--- src/rtl/seg7_scan.sv ---
// Four-digit multiplexed seven-segment scanner driven by one bit of a free-running divider.
// Digit data is captured once per frame so a refresh pass never mixes old and new values.
module seg7_scan #(
    parameter int SCAN_BIT = 17
) (
    input  logic        clk,
    input  logic        rst,
    input  logic [31:0] clkdiv,
    input  logic [15:0] hexs,
    input  logic [3:0]  points,
    input  logic [3:0]  blank,
    output logic [3:0]  an,
    output logic [7:0]  seg,
    output logic        frame_done
);

    logic        prev_q;
    logic        scan_bit;
    logic        tick;
    logic        wrap;
    logic [1:0]  idx_q,  idx_d;
    logic [15:0] sh_hex_q, sh_hex_d;
    logic [3:0]  sh_pt_q,  sh_pt_d;
    logic [3:0]  sh_bl_q,  sh_bl_d;
    logic        frame_done_q, frame_done_d;
    logic [3:0]  an_q,  an_d;
    logic [7:0]  seg_q, seg_d;
    logic [3:0]  digit_val;
    logic        unused_clkdiv;

    // Only one divider bit matters; the rest of the bus is folded away on purpose.
    assign unused_clkdiv = ^clkdiv;
    assign scan_bit      = clkdiv[SCAN_BIT];

    // prev resets high so a bit already set at reset release cannot tick.
    assign tick = scan_bit & ~prev_q;
    assign wrap = tick && (idx_q == 2'd3);

    function automatic logic [6:0] decode_hex(input logic [3:0] v);
        logic [6:0] s;
        case (v)
            4'h0:    s = 7'h40;
            4'h1:    s = 7'h79;
            4'h2:    s = 7'h24;
            4'h3:    s = 7'h30;
            4'h4:    s = 7'h19;
            4'h5:    s = 7'h12;
            4'h6:    s = 7'h02;
            4'h7:    s = 7'h78;
            4'h8:    s = 7'h00;
            4'h9:    s = 7'h10;
            4'hA:    s = 7'h08;
            4'hB:    s = 7'h03;
            4'hC:    s = 7'h46;
            4'hD:    s = 7'h21;
            4'hE:    s = 7'h06;
            default: s = 7'h0E;
        endcase
        return s;
    endfunction

    always_comb begin
        idx_d        = idx_q;
        sh_hex_d     = sh_hex_q;
        sh_pt_d      = sh_pt_q;
        sh_bl_d      = sh_bl_q;
        frame_done_d = 1'b0;
        if (tick) begin
            idx_d = idx_q + 2'd1;
        end
        if (wrap) begin
            sh_hex_d     = hexs;
            sh_pt_d      = points;
            sh_bl_d      = blank;
            frame_done_d = 1'b1;
        end
    end

    // Outputs come from the pre-edge idx and shadows, so they trail idx by one clock.
    always_comb begin
        digit_val = sh_hex_q[4*idx_q +: 4];
        an_d      = ~(4'b0001 << idx_q);
        seg_d     = 8'hFF;
        if (!sh_bl_q[idx_q]) begin
            seg_d = {~sh_pt_q[idx_q], decode_hex(digit_val)};
        end
    end

    always_ff @(posedge clk or negedge rst) begin
        if (!rst) begin
            prev_q       <= 1'b1;
            idx_q        <= 2'd0;
            sh_hex_q     <= 16'h0000;
            sh_pt_q      <= 4'h0;
            sh_bl_q      <= 4'h0;
            frame_done_q <= 1'b0;
            an_q         <= 4'b1111;
            seg_q        <= 8'hFF;
        end else begin
            prev_q       <= scan_bit;
            idx_q        <= idx_d;
            sh_hex_q     <= sh_hex_d;
            sh_pt_q      <= sh_pt_d;
            sh_bl_q      <= sh_bl_d;
            frame_done_q <= frame_done_d;
            an_q         <= an_d;
            seg_q        <= seg_d;
        end
    end

    assign an         = an_q;
    assign seg        = seg_q;
    assign frame_done = frame_done_q;

endmodule
--- config.mk ---
export PLATFORM = sky130hd
export DESIGN_NAME = seg7_scan
export DESIGN_NICKNAME = d
export VERILOG_FILES = /design/src/rtl/seg7_scan.sv
export SDC_FILE = /design/constraint.sdc
export NUM_CORES = 1
export LEC_CHECK = 0
export CAP_MARGIN = 20
export CORE_MARGIN = 10
export CORE_UTILIZATION = 47
export CTS_CLUSTER_DIAMETER = 80
export DETAILED_ROUTE_END_ITERATION = 8
export PLACE_DENSITY = 0.83
export SLEW_MARGIN = 30
export SYNTH_ARGS = -nofsm -noshare
export SYNTH_HDL_FRONTEND = slang
export SYNTH_SLANG_ARGS = --single-unit
--- constraint.sdc ---
create_clock -name clk -period 4.35 [get_ports clk]
set_input_delay 0.6525 -clock clk [delete_from_list [all_inputs] [get_ports clk]]
set_output_delay 0.6525 -clock clk [all_outputs]
set_load 0.01 [all_outputs]
== Word level (Yosys, flattened, before mapping) ==
Memories as Yosys holds them, arrays and structs flattened.
Index checks and enable logic that the tools add are counted.

* Register bits after elaboration: 40
* Memory bits (read-only): 112
* Output and inout bits: 13
* Logic and storage cells: 25
* Memories kept: 1

{| class="wikitable"
|+ Memories
! name !! words !! width !! read ports !! clocked after memory_dff !! write ports !! line !! text
|-
| (no name shown) || 16 || 7 || 1 || 0 || 0 || 41 || <nowiki>case (v)</nowiki>
|}

* Add/subtract/negate cells: 1
* Magnitude comparators: 1
* Equality and inequality tests: 1
* Shift-type cells: 2
* Muxes and demuxes: 6
* Bitwise logic cells: 4
* Reduce and logical (&&, ||, !) cells: 1

{| class="wikitable"
|+ Operators with widths
! kind !! count
|-
| $shiftx A16 B5 Y4 || 1
|-
| $mux W8 || 1
|-
| $bmux W1 S2 || 2
|-
| $not A4 Y4 || 1
|-
| $shl A1 B2 Y4 const A || 1
|-
| $lt A2 B3 Y1 const B || 1
|-
| $mux W1 || 3
|-
| $add A2 B1 Y2 const B || 1
|-
| $eq A2 B2 Y1 const B || 1
|-
| $not A1 Y1 || 2
|-
| $and A1 B1 Y1 || 1
|-
| $logic_and A1 B1 Y1 || 1
|}

== Logic depth before layout (Yosys ltp) ==
* Word-level depth: 4
* Mapped depth: 7

== Worst setup path after synthesis ==
No wires, ideal clock.

* Path kind: reg2reg
* Start: register idx_q[0]
* End: register seg_q[6] (netlist: seg[6])
* Library setup time: 0.082 ns
* Arrival: 1.865 ns
* Data required time: 4.268 ns
* Setup slack: 2.403 ns
* Stages on the path, launching flop included: 6
* Period minus slack after synthesis: 1.947 ns
* Cells stage by stage: dfrtp_1 > buf_6 > mux4_2 > ha_1 > mux2_4 > a211o_1

* Word-level cells in the longest chain between the ends: 3

{| class="wikitable"
|+ RTL lines
! what !! line !! text
|-
| start: declaration || 21 || <nowiki>logic [1:0] idx_q, idx_d;</nowiki>
|-
| start signal: assignment || 101 || <nowiki>idx_q <= idx_d;</nowiki>
|-
| $shiftx A16 B5 Y4 or $bmux W1 S2 (tied branches) || 81, 84 ||
|-
| $mem_v2 Z16 W7 or $mux W1 (tied branches) || -- ||
|-
| $mux W8 * || 84 || <nowiki>if (!sh_bl_q[idx_q]) begin</nowiki>
|-
| via seg_d[6] || 27 || <nowiki>logic [7:0] seg_q, seg_d;</nowiki>
|-
| end signal: assignment || 107 || <nowiki>seg_q <= seg_d;</nowiki>
|-
| end: declaration || 27 ||
|}

The timed path passes the listed nets; every way through them passes the cells marked *. The select of a mux whose other input is x is not followed.
A chain may end at the register's enable or synchronous reset.

== Worst setup path in the final report ==
* Start: register idx_q[0]
* End: register seg_q[1] (netlist: seg[1])

Same word-level chain as after synthesis.

==> flow_metrics.env <==
export IMPL_run_status="finished clean"
export IMPL_timing_rr_end="seg[1]"
export IMPL_wl_um=3370
export IMPL_vias_per_cell=5.03
export IMPL_max_freq_mhz=445
export IMPL_grt_use_total_pct=11.0
export IMPL_cts_sinks=40
export IMPL_drive_gt1_share_pct=31.0
export IMPL_place_congestion=0.806
export IMPL_synthMuxAreaShare_pct=24.9
export IMPL_ys_warn_count=0
export IMPL_synth_adder_area_share_pct=6.78
export IMPL_grt_remaining_overflow=0
export IMPL_io_buffers=39
export IMPL_synth_seq_area_share_pct=55.1
export IMPL_cts_buffers=5
export IMPL_cp_start_kind="flop"
export IMPL_syn_area_um2=1850
export IMPL_cap_violations=0
export IMPL_yosys_area_share_simple_pct=4.34
export IMPL_rows=22
export IMPL_crit_path_end_kind="flop"
export IMPL_ys_ff_latch=40
export IMPL_synth_xor_area_share_pct=0.949
export IMPL_via_count=1101
export IMPL_setup_tns_ns=0
export IMPL_layout_min_cycle_time_ns=2.25
export IMPL_regToRegSetupSlack_ns=2.10
export IMPL_clock_skew_ns=0.00765
export IMPL_vdd_drop_max_mv=0.395
export IMPL_p_per_area_nw_per_um2=788
export IMPL_crit_type="reg -> reg"
export IMPL_synth_top_family_by_area="multiplexers"
export IMPL_post_dp_cell_area_um2=2260
export IMPL_clockBufferDepth=2
export IMPL_design_area_um2=2380
export IMPL_holdWs_ns=0.341
export IMPL_final_fill_count=293
export IMPL_worst_pin_slew_ns=0.565
export IMPL_final_cell_mix="clkdlybuf4s50_1 (38), dfrtp_1 (27), mux2_2 (24)"
export IMPL_antenna_cells=0
export IMPL_cts_tree="built"
export IMPL_maxSlewHeadroom_pct=62.2
export IMPL_wl_per_cell_um=15.4
export IMPL_finalHoldViolations=0
export IMPL_num_io_pins=71
export IMPL_dp_hpwl_um=2600
export IMPL_period_share_pct=51.7
export IMPL_dr_pass1_iters=4
export IMPL_grt_antenna_before_repair=0
export IMPL_coreArea_um2=3720
export IMPL_ant_nets=0
export IMPL_first_iter_violations=74
export IMPL_drc=0
export IMPL_fin_nets=238
export IMPL_finalMaxSlewViolations=0
export IMPL_final_common_cell="clkdlybuf4s50_1"
export IMPL_post_cts_buffers=0
export IMPL_root_buffer="clkbuf_8"
export IMPL_fp_dieH_um=82.7
export IMPL_holdBufCountCts=0
export IMPL_grt_pass1_vias=1221
export IMPL_hp_class="in -> async"
export IMPL_critPathMaxFanout=9
export IMPL_required_ns=4.57
export IMPL_clk_latency_ns=0.29
export IMPL_p_leak_nw=1.04
export IMPL_synthesis_nets=197
export IMPL_crit_arrival_ns=2.47
export IMPL_die_w_um=82.7
export IMPL_dieArea_um2=6830
export IMPL_grt_max_degree=41
export IMPL_yosysUniqueCellTypes=25
export IMPL_grt_pass1_wl_um=5730
export IMPL_rr_worst_depth=6
export IMPL_rsz0062_at_grt="no"
export IMPL_cts_htree_levels=2
export IMPL_finalSetupViolCount=0
export IMPL_syn_avg_cell_area_um2=14.3
export IMPL_rr_startpoint="idx_q[0]"
export IMPL_postSynthCellCount=129
export IMPL_syn_to_final_growth_pct=28.9
export IMPL_multiInputGateArea_um2=753
export IMPL_seqCellArea_um2=1020
export IMPL_initial_core_util_pct=49.7
export IMPL_post_cts_resized=0
export IMPL_path_clk_slew_ns=0.07
export IMPL_synth_compound_area_share_pct=3.66
export IMPL_p_total_mw=1.87
==> worst max-delay path, stage by stage (launching register included) <==
cell and delay (ns):
dfrtp_1 0.66, mux4_2 0.64, inv_1 0.16, ha_1 0.24
inv_1 0.08, mux2i_1 0.07, a211o_1 0.32
==> sequential cells by signal, summed over array words and instances, names as in the netlist <==
name,cells
sh_hex_q,16
seg,8
an,4
sh_bl_q,4
sh_pt_q,4
idx_q,2
frame_done,1
prev_q,1
==> kinds of logic after synthesis <==
kind of cell	count (synthesis)
adder cells (fa/ha/maj)	10
XOR/XNOR	2
AND/OR/NAND/NOR	15
multiplexers	35
buffers and inverters	18
flip-flops	40
AO/OA/AOI/OAI	9
==> final cells by class <==
cell class / instances / share of cell area (%)
clock buffers: 8 / 3.79
inverters: 12 / 1.89
flip-flops and latches: 40 / 42.8
multi-input cells: 71 / 31.7
repair buffers: 40 / 17.4
well taps: 48 / 2.52
==> cell usage after synthesis <==
cell      instances  share of area [%]
nand2_1           5                1.0
nor3_1            1               0.27
xnor2_1           2               0.95
and3_1            1               0.34
mux2i_1           4                2.2
mux2_4            1               0.81
nor2_1            2               0.41
nor2b_1           2               0.68
buf_2             2               0.54
mux4_2            6                7.3
a32oi_1           1               0.47
clkbuf_1          3               0.61
buf_6             1               0.61
inv_1            12                2.4
nor4b_1           2               0.95
mux2_2           24                 15
dfstp_2          13                 19
dfrtp_1          27                 37
o221ai_1          2               0.95
a211oi_1          1               0.41
o21ai_0           2               0.54
nand2b_1          2               0.68
ha_1             10                6.8
a31oi_1           1               0.34
a211o_1           2               0.95
==> where the power goes <==
group          leakage (nW)  internal [mW]  switching (mW)
Sequential            0.465          0.595           0.102
Combinational         0.525          0.502           0.430
Clock                0.0455          0.129           0.116
Total                  1.04           1.23           0.648
==> routing by layer <==
| metal | part of all wire, % | vias to the layer above | wire (um) | track usage, % |
|---|---|---|---|---|
| li1 | - | 527 | - | - |
| met1 | 41 | 536 | 1380 | 12.1 |
| met2 | 49 | 33 | 1650 | 18.5 |
| met3 | 8.4 | 5 | 283 | 3.78 |
| met4 | 1.7 | 0 | 57 | 5.02 |
| met5 | 0 | - | 0 | 0 |
==> metrics by stage <==
stage               std cells  worst slack [ns]  utilization (%)
detailed placement        210              1.63             60.8
CTS                       218              1.94             63.2
finish                    219              2.10             64.0
global placement          210              1.73             60.8
global route              219              1.94             64.0
floorplan                 129              2.40                -
==> worst max-delay path by stage <==
stage / from / to / slack, ns / depth (start not counted)
after floorplan: idx_q[0] / seg[6] / 2.40 / 5
after global placement: clkdiv[17] / sh_hex_q[1] / 1.73 / 4
after detailed placement: clkdiv[17] / sh_pt_q[0] / 1.63 / 4
after CTS: clkdiv[17] / sh_pt_q[0] / 1.94 / 4
after global routing: idx_q[0] / seg[1] / 1.94 / 6
final: idx_q[0] / seg[1] / 2.10 / 6
(Power assumes the default switching activity.)
